File: config.mk
export PLATFORM = sky130hd
export DESIGN_NAME = load_store_unit
export DESIGN_NICKNAME = d
export VERILOG_FILES = /design/src/rtl/lsu_pkg.sv /design/src/rtl/lsu_align.sv /design/src/rtl/load_store_unit.sv
export SDC_FILE = /design/constraint.sdc
export NUM_CORES = 1
export LEC_CHECK = 0
export BUFFER_PORTS_ARGS = -buffer_cell sky130_fd_sc_hd__buf_2
export CORE_MARGIN = 2
export CORE_UTILIZATION = 43
export DETAILED_ROUTE_END_ITERATION = 12
export PLACE_DENSITY_LB_ADDON = 0.15
export SKIP_CTS_REPAIR_TIMING = 1
export SLEW_MARGIN = 0
export SYNTH_ARGS = -nofsm -noshare
export SYNTH_HDL_FRONTEND = slang
export SYNTH_SLANG_ARGS = --single-unit
File: constraint.sdc
create_clock -name clk -period 1.55 [get_ports clk]
set_input_delay 0.0775 -clock clk [delete_from_list [all_inputs] [get_ports clk]]
set_output_delay 0.0775 -clock clk [all_outputs]
set_load 0.005 [all_outputs]
File: src/rtl/lsu_pkg.sv
// Shared types and alignment helpers for the load/store unit.
// lsu_bad() is only called when LSU_MISALIGN_EXC_EN is defined.
package lsu_pkg;

   typedef enum logic [2:0] {
      LSU_B  = 3'b000,
      LSU_H  = 3'b001,
      LSU_W  = 3'b010,
      LSU_BU = 3'b100,
      LSU_HU = 3'b101
   } lsu_funct3_e;

   typedef enum logic [1:0] {
      ST_IDLE,
      ST_ISSUE,
      ST_WAIT,
      ST_RESP
   } lsu_state_e;

   function automatic logic is_byte(logic [2:0] f3);
      return (f3 == LSU_B) || (f3 == LSU_BU);
   endfunction

   function automatic logic is_half(logic [2:0] f3);
      return (f3 == LSU_H) || (f3 == LSU_HU);
   endfunction

   // Half accesses use a[1] only; words and illegal codes cover the whole word.
   function automatic logic [3:0] lsu_mask(logic [2:0] f3, logic [1:0] a);
      if (is_byte(f3)) return 4'b0001 << a;
      if (is_half(f3)) return 4'b0011 << {a[1], 1'b0};
      return 4'b1111;
   endfunction

   function automatic logic [31:0] lsu_extract(logic [2:0] f3, logic [1:0] a, logic [31:0] word);
      logic [31:0] sh;
      logic [7:0]  b;
      logic [15:0] h;
      sh = word >> {a, 3'b000};
      b  = sh[7:0];
      h  = a[1] ? word[31:16] : word[15:0];
      case (f3)
         LSU_B:   return {{24{b[7]}}, b};
         LSU_BU:  return {24'h0, b};
         LSU_H:   return {{16{h[15]}}, h};
         LSU_HU:  return {16'h0, h};
         default: return word;
      endcase
   endfunction

   function automatic logic lsu_bad(logic [2:0] f3, logic [1:0] a);
      case (f3)
         LSU_B, LSU_BU: return 1'b0;
         LSU_H, LSU_HU: return a[0];
         LSU_W:         return |a;
         default:       return 1'b1;
      endcase
   endfunction

endpackage

File: src/rtl/lsu_align.sv
// Combinational lane logic: byte enables, store-lane replication, load extraction.
module lsu_align
   import lsu_pkg::*;
(
   input  logic [2:0]  funct3,
   input  logic [1:0]  addr_lo,
   input  logic [31:0] wdata,
   input  logic [31:0] rdata_word,
   output logic [3:0]  mask,
   output logic [31:0] wdata_lanes,
   output logic [31:0] rdata_ext
);

   assign mask      = lsu_mask(funct3, addr_lo);
   assign rdata_ext = lsu_extract(funct3, addr_lo, rdata_word);

   // Replicating narrow data on every lane lets the mask alone select the target bytes.
   always_comb begin
      wdata_lanes = wdata;
      if (is_byte(funct3))      wdata_lanes = {4{wdata[7:0]}};
      else if (is_half(funct3)) wdata_lanes = {2{wdata[15:0]}};
   end

endmodule

File: src/rtl/load_store_unit.sv
// Load/store unit in front of a word-wide data memory, one transaction at a time.
// Define LSU_MISALIGN_EXC_EN to reject misaligned/illegal requests with rsp_err.
//
//  state    | meaning
//  ST_IDLE  | req_ready high, capture request on req_valid
//  ST_ISSUE | one-cycle mem_request from captured regs
//  ST_WAIT  | load data on mem_data_out, register extracted value
//  ST_RESP  | rsp_valid high until rsp_ready
module load_store_unit
   import lsu_pkg::*;
#(
   parameter int DataWidth = 32,
   parameter int Address   = 8
) (
   input  logic                 clk,
   input  logic                 rst_n,
   input  logic                 req_valid,
   output logic                 req_ready,
   input  logic                 req_we,
   input  logic [2:0]           req_funct3,
   input  logic [31:0]          req_addr,
   input  logic [DataWidth-1:0] req_wdata,
   output logic                 rsp_valid,
   input  logic                 rsp_ready,
   output logic [DataWidth-1:0] rsp_rdata,
   output logic                 rsp_err,
   output logic                 mem_request,
   output logic                 mem_we_re,
   output logic [3:0]           mem_mask,
   output logic [Address-1:0]   mem_address,
   output logic [DataWidth-1:0] mem_data_in,
   input  logic [DataWidth-1:0] mem_data_out
);

   lsu_state_e           state_q, state_d;
   logic                 we_q;
   logic [2:0]           funct3_q;
   logic [Address+1:0]   addr_q;
   logic [DataWidth-1:0] wdata_q;
   logic [3:0]           mask_w;
   logic [31:0]          wdata_lanes;
   logic [31:0]          rdata_ext;
   logic                 accept;
   logic                 bad_req;
   logic                 unused_addr_hi;

   assign unused_addr_hi = ^req_addr[31:Address+2];
   assign accept         = (state_q == ST_IDLE) && req_valid;

`ifdef LSU_MISALIGN_EXC_EN
   assign bad_req = lsu_bad(req_funct3, req_addr[1:0]);
`else
   assign bad_req = 1'b0;
`endif

   always_ff @(posedge clk or negedge rst_n) begin
      if (!rst_n) state_q <= ST_IDLE;
      else        state_q <= state_d;
   end

   always_comb begin
      state_d     = state_q;
      req_ready   = 1'b0;
      mem_request = 1'b0;
      rsp_valid   = 1'b0;
      case (state_q)
         ST_IDLE: begin
            req_ready = 1'b1;
            if (req_valid) state_d = bad_req ? ST_RESP : ST_ISSUE;
         end
         ST_ISSUE: begin
            mem_request = 1'b1;
            state_d     = we_q ? ST_RESP : ST_WAIT;
         end
         ST_WAIT: state_d = ST_RESP;
         ST_RESP: begin
            rsp_valid = 1'b1;
            if (rsp_ready) state_d = ST_IDLE;
         end
         default: state_d = ST_IDLE;
      endcase
   end

   // rsp_rdata is cleared on accept so stores and rejected requests answer 0.
   always_ff @(posedge clk or negedge rst_n) begin
      if (!rst_n) begin
         we_q      <= 1'b0;
         funct3_q  <= 3'b000;
         addr_q    <= '0;
         wdata_q   <= '0;
         rsp_rdata <= '0;
         rsp_err   <= 1'b0;
      end else if (accept) begin
         we_q      <= req_we;
         funct3_q  <= req_funct3;
         addr_q    <= req_addr[Address+1:0];
         wdata_q   <= req_wdata;
         rsp_rdata <= '0;
         rsp_err   <= bad_req;
      end else if (state_q == ST_WAIT) begin
         rsp_rdata <= rdata_ext;
      end
   end

   lsu_align u_align (
      .funct3      (funct3_q),
      .addr_lo     (addr_q[1:0]),
      .wdata       (wdata_q),
      .rdata_word  (mem_data_out),
      .mask        (mask_w),
      .wdata_lanes (wdata_lanes),
      .rdata_ext   (rdata_ext)
   );

   assign mem_we_re   = we_q;
   assign mem_mask    = mem_request ? mask_w : 4'b0000;
   assign mem_address = addr_q[Address+1:2];
   assign mem_data_in = wdata_lanes;

endmodule

Word-level counts from Yosys, hierarchy flattened
Index checks and enable logic that the tools add are counted.
{"block": "totals", "output_inout_bits": 81, "inputBits": 104, "ff_bits": 80, "word_cells": 45}
{"block": "classes", "mux": 21, "n_shift": 3, "n_eq_ne": 8, "n_reduce_logical": 7}
{"op": "2-to-1 mux 32 bit", "count": 4}
{"op": "case mux 32 bit (4 select lines)", "count": 1}
{"op": ">> shifter 32 x 5 -> 8 bit", "count": 1}
{"op": "2-to-1 mux 4 bit", "count": 5}
{"op": "2-to-1 mux 16 bit", "count": 1}
{"op": "case mux 2 bit (4 select lines)", "count": 1}
{"op": "2-to-1 mux 1 bit", "count": 7}
{"op": "equality test 3 bit (second input constant)", "count": 2}
{"op": "equality test 2 bit (second input constant)", "count": 2}
{"op": "2-to-1 mux 2 bit", "count": 2}
{"op": "inequality test 2 bit (second input constant)", "count": 2}
{"op": "<< shifter 1 x 2 -> 4 bit (first input constant)", "count": 1}
{"op": "<< shifter 2 x 2 -> 4 bit (first input constant)", "count": 1}
{"op": "equality test 3 x 1 -> 1 bit (second input constant)", "count": 1}
{"op": "zero test 3 bit", "count": 1}
{"op": "equality test 2 x 1 -> 1 bit (second input constant)", "count": 1}
{"op": "zero test 2 bit", "count": 1}
{"op": "logical OR 1 bit", "count": 2}
{"op": "AND reduction 2 bit", "count": 1}
{"op": "nonzero test 2 bit", "count": 1}
{"op": "logical AND 1 bit", "count": 1}

Depth between registers and ports, before layout
{"block": "logic_depth", "word_depth": 7, "ltp_mapped": 7, "ltp_nobuf": 6}

Hierarchy
Synthesis repeated with hierarchy kept, for this count alone.
{"block": "hier_totals", "hier_cells": 421, "hier_area_um2": 4767.1}
{"mod": "load_store_unit", "area_per_inst_um2": 3508.4, "n_inst": 1, "seq_area_each_um2": 2001.9, "cells_each": 233}
{"mod": "lsu_align", "area_per_inst_um2": 1258.7, "n_inst": 1, "seq_area_each_um2": 0.0, "cells_each": 188}

Worst setup path before layout
No wires, ideal clock.
{"block": "synth_timing", "kind": "reg-to-reg", "startpoint": "register addr_q[1]", "endpoint": "register rsp_rdata[20]", "setup_time_ns": 0.136, "n_path_buf": 2, "synth_period_minus_slack_ns": 1.669, "path_slack_ns": -0.119, "t_required_ns": 1.414, "arrival_time_ns": 1.532, "path_stages_with_launch": 7, "path_cell_list": "dfrtp_1 > buf_6 > mux4_2 > nor2b_4 > o21ai_4 > buf_6 > a21oi_1"}
{"block": "synth_via", "elab_chain_len": 4, "word_cells_on_any_way": 5, "classes_between": "shift: 1; mux: 4"}
{"item": "from (decl)", "line": "load_store_unit.sv:38", "rtl": "logic [Address+1:0] addr_q;"}
{"item": "from (signal assigned)", "line": "load_store_unit.sv:96", "rtl": "addr_q <= req_addr[Address+1:0];"}
{"item": ">> shifter 32 x 5 -> 8 bit or 2-to-1 mux 16 bit (tied branches)", "line": "lsu_pkg.sv:39, lsu_pkg.sv:41"}
{"item": "case mux 32 bit (4 select lines) (*)", "line": "lsu_pkg.sv:42", "rtl": "case (f3)"}
{"item": "2-to-1 mux 32 bit (*)", "line": "load_store_unit.sv:100", "rtl": "end else if (state_q == ST_WAIT) begin"}
{"item": "2-to-1 mux 32 bit (*)", "line": "load_store_unit.sv:93", "rtl": "end else if (accept) begin"}
{"item": "to (signal assigned)", "line": "load_store_unit.sv:101", "rtl": "rsp_rdata <= rdata_ext;"}
{"item": "to (decl)", "line": "load_store_unit.sv:25", "rtl": "output logic [DataWidth-1:0] rsp_rdata,"}
Every way passes the cells marked *; elsewhere a longest branch is shown, timed or not. The select of a mux whose other input is x is not followed.
A chain may end at the register's enable or synchronous reset.

Final worst setup path
{"block": "layout_timing", "startpoint": "register funct3_q[0]", "endpoint": "output port mem_data_in[11]"}
{"block": "layout_via", "elab_chain_len": 3, "word_cells_on_any_way": 4, "classes_between": "eq/ne: 1; mux: 1; reduce/logical: 2"}
{"item": "from (decl)", "line": "load_store_unit.sv:37", "rtl": "logic [2:0] funct3_q;"}
{"item": "from (signal assigned)", "line": "load_store_unit.sv:95", "rtl": "funct3_q <= req_funct3;"}
{"item": "equality test 3 bit or zero test 3 bit (tied branches)", "line": "lsu_pkg.sv:21", "rtl": "return (f3 == LSU_B) || (f3 == LSU_BU);"}
{"item": "logical OR 1 bit (*)", "line": "lsu_pkg.sv:21"}
{"item": "2-to-1 mux 32 bit (*)", "line": "lsu_align.sv:20", "rtl": "if (is_byte(funct3)) wdata_lanes = {4{wdata[7:0]}};"}
{"item": "to (decl)", "line": "load_store_unit.sv:31", "rtl": "output logic [DataWidth-1:0] mem_data_in,"}
Every way passes the cells marked *; elsewhere a longest branch is shown, timed or not.

==> flow_summary.json <==
{
  "status": "finished, violations left",
  "violations": "negative hold slack, negative setup slack",
  "synth_edf_count": 0,
  "rr_startpoint": "addr_q[1]",
  "synth_xor_xnor_area_share_pct": 0,
  "die_w_um": 102.9,
  "grt_util_all_layers_pct": 22.26,
  "synthSimpleGateAreaFrac_pct": 21.32,
  "fin_crit_ns": 1.647,
  "final_cell_mix": "nand2_1, buf_2, dfrtp_1",
  "multi_input_area_um2": 2077,
  "antenna_cells": 0,
  "min_path_cells": 3,
  "antenna_left": 0,
  "clkLatencyLatePin_ns": 0.35,
  "power.share.clock_pct": 12.7,
  "grt_setup_unrepaired": "yes",
  "drive_above_1_share_pct": 37.94,
  "ioPinCount": 185,
  "reg2reg_slack_ns": -0.05,
  "crit_arrival_ns": 1.57,
  "cts_tree": "built",
  "netlist_top_cells_area": "dfrtp_1, nand2_1, mux2_2",
  "fill_cells": 837,
  "cts_buffer_depth": 2,
  "synth_nets": 599,
  "report.final.setup_viol": 40,
  "setup_slack_ns": -0.09667,
  "async_reset_ff_share_pct": 100.0,
  "crit_type": "reg2out",
  "area_growth_pct": 47.74,
  "p_sw_uw": 4907,
  "grt_pass1_wl_um": 18240,
  "powerDensity_nw_per_um2": 2008,
  "grt.overflow.total": 0,
  "fin_tns_setup_ns": -2.243,
  "ys.flop_type": "dfrtp_1",
  "slew_violations": 0,
  "cts.sinks": 80,
  "dr.pass1.iters": 5,
  "rr_endpoint": "rsp_rdata[17]",
  "grt_max_degree": 41,
  "whs_ns": -0.006855,
  "netlist.area_leader.share_pct": 47.65,
  "p_leak_uw": 0.003174,
  "vias": 4136,
  "holdCritStartpoint": "req_addr[1]",
  "min_to": "addr_q[1]",
  "die-area_um2": 10580,
  "dpl.hpwl_um": 8553,
  "synthCells": 490,
  "finalClockSkew_ns": 0.01180,
  "max_freq_mhz": 607.3,
  "start_util_pct": 43.59,
  "synth-compound-area-share_pct": 13.61,
  "cts-root-buf": "clkbuf_8",
  "synth_warnings": 0,
  "yosysTopAreaCell": "dfrtp_1",
  "vdd_ir_drop_max_uv": 1064,
  "numCtsBuffers": 9,
  "seqCellArea_um2": 2004,
  "gp_congestion": 0.8454,
  "r2r_cells": 5,
  "placed_cells": 770,
  "ys_seq_elements": 80,
  "synthMuxAreaShare_pct": 8.934,
  "postSynthAreaPerCell_um2": 8.575,
  "drt-initial-drc-count": 202,
  "synthAdderAreaFrac_pct": 1.489,
  "synth_top_family_by_area": "simple AND/OR/NAND/NOR gates",
  "synthDistinctLibCells": 39,
  "hp-class": "in2reg",
  "timing.final.crit_share_pct": 106.2,
  "clk_pin_slew_ns": 0.08,
  "fin_cells": 842,
  "fin_nets": 813,
  "p_int_uw": 7559,
  "antenna_found_initial": 0,
  "drc": 0,
  "cp-end-kind": "output port",
  "swShare_pct": 39.36,
  "hold_viol_final": 1,
  "wire_per_inst_um": 14.94,
  "cp_max_fo": 8,
  "seqPwrFrac_pct": 30.3,
  "p_comb_share_pct": 57.0,
  "core-area_um2": 9639,
  "yosysSeqAreaShare_pct": 47.65,
  "port_buffers": 161,
  "required_ns": 1.47,
  "syn_area_um2": 4202,
  "maxCapViolCount": 0,
  "die_y_um": 102.9,
  "floorplan.rows": 36,
  "final_common_cell": "nand2_1",
  "via_per_inst": 4.912,
  "wirelength_um": 12580,
  "htree_levels": 3,
  "grt_pass1_vias": 3689,
  "critPathLaunchType": "register"
}
-- flip-flops by register name (all words and copies together), names as in the netlist --
signal / count
rsp_rdata: 32
wdata_q: 32
addr_q: 10
funct3_q: 3
state_q: 2
mem_we_re: 1
-- how the worst max path moves through the flow --
stage / startpoint / to / depth (start not counted)
5_1_grt: funct3_q[1] / mem_data_in[17] / 3
2_1_floorplan: addr_q[1] / rsp_rdata[20] / 6
3_3_place_gp: addr_q[1] / rsp_rdata[12] / 4
4_1_cts: funct3_q[1] / mem_data_in[11] / 4
6_report: funct3_q[0] / mem_data_in[11] / 4
3_5_place_dp: addr_q[1] / rsp_rdata[10] / 4
-- cell families after synthesis --
group,after synthesis
multiplexers,34
other,1
buffers and inverters,55
adder cells (fa/ha/maj),5
AND/OR/NAND/NOR,221
AO/OA/AOI/OAI,94
flip-flops,80
-- routing by layer --
layer / up-vias / wire length (µm) / global-route usage [%] / part of all wire (%)
met5: - / 0 / 0 / 0
met4: 0 / 159 / 7.085 / 1.3
met3: 15 / 752 / 4.068 / 6.0
met2: 130 / 6227 / 36.65 / 50
met1: 1960 / 5439 / 30.02 / 43
li1: 2031 / - / - / -
-- through the flow --
step	power [µW]	setup slack (ns)	cell area [µm²]	utilization (%)
global placement	9572	-0.01160	5207	54.02
CTS	11330	-0.2352	5408	56.10
detailed placement	9731	-0.07812	5207	54.02
global route	13480	-0.1552	6207	64.40
floorplan	7386	-0.09522	4203	-
finish	12470	-0.09667	6207	64.40
-- power by group through the flow --
stage / clock (µW) / combinational (µW) / sequential (µW)
after floorplan: 0 / 3740 / 3640
after global placement: 0 / 5790 / 3790
after detailed placement: 0 / 5910 / 3820
after CTS: 1620 / 5930 / 3790
after global routing: 1710 / 7860 / 3910
final: 1580 / 7110 / 3780
-- synth_stat cells (all sizes together), types with 2 or more instances --
library cell and count:
nor3 2, o22ai 2, nand2b 7, nor3b 2
o221ai 11, a21boi 2, a21oi 28, ha 5
nor2b 10, inv 7, a22o 2, mux2 18
clkbuf 25, dfrtp 80, o21ai 37, nor2 8
a21o 2, mux2i 15, a22oi 2, buf 23
nand2 189
-- layout make-up --
cell class                 instances  area share (%)
clock buffer                      14           2.620
sequential                        80           32.29
tap                              133           2.681
inverter                           7          0.4233
clock inverter                     2          0.6047
timing repair buffer             251           27.92
multi-input combinational        355           33.46
-- critical path, cell delays in order (launching register included) --
cell and delay, ns:
dfrtp_2 0.47, nor2_2 0.13, buf_6 0.18, mux2_4 0.33, buf_6 0.12
(Power assumes the default switching activity.)
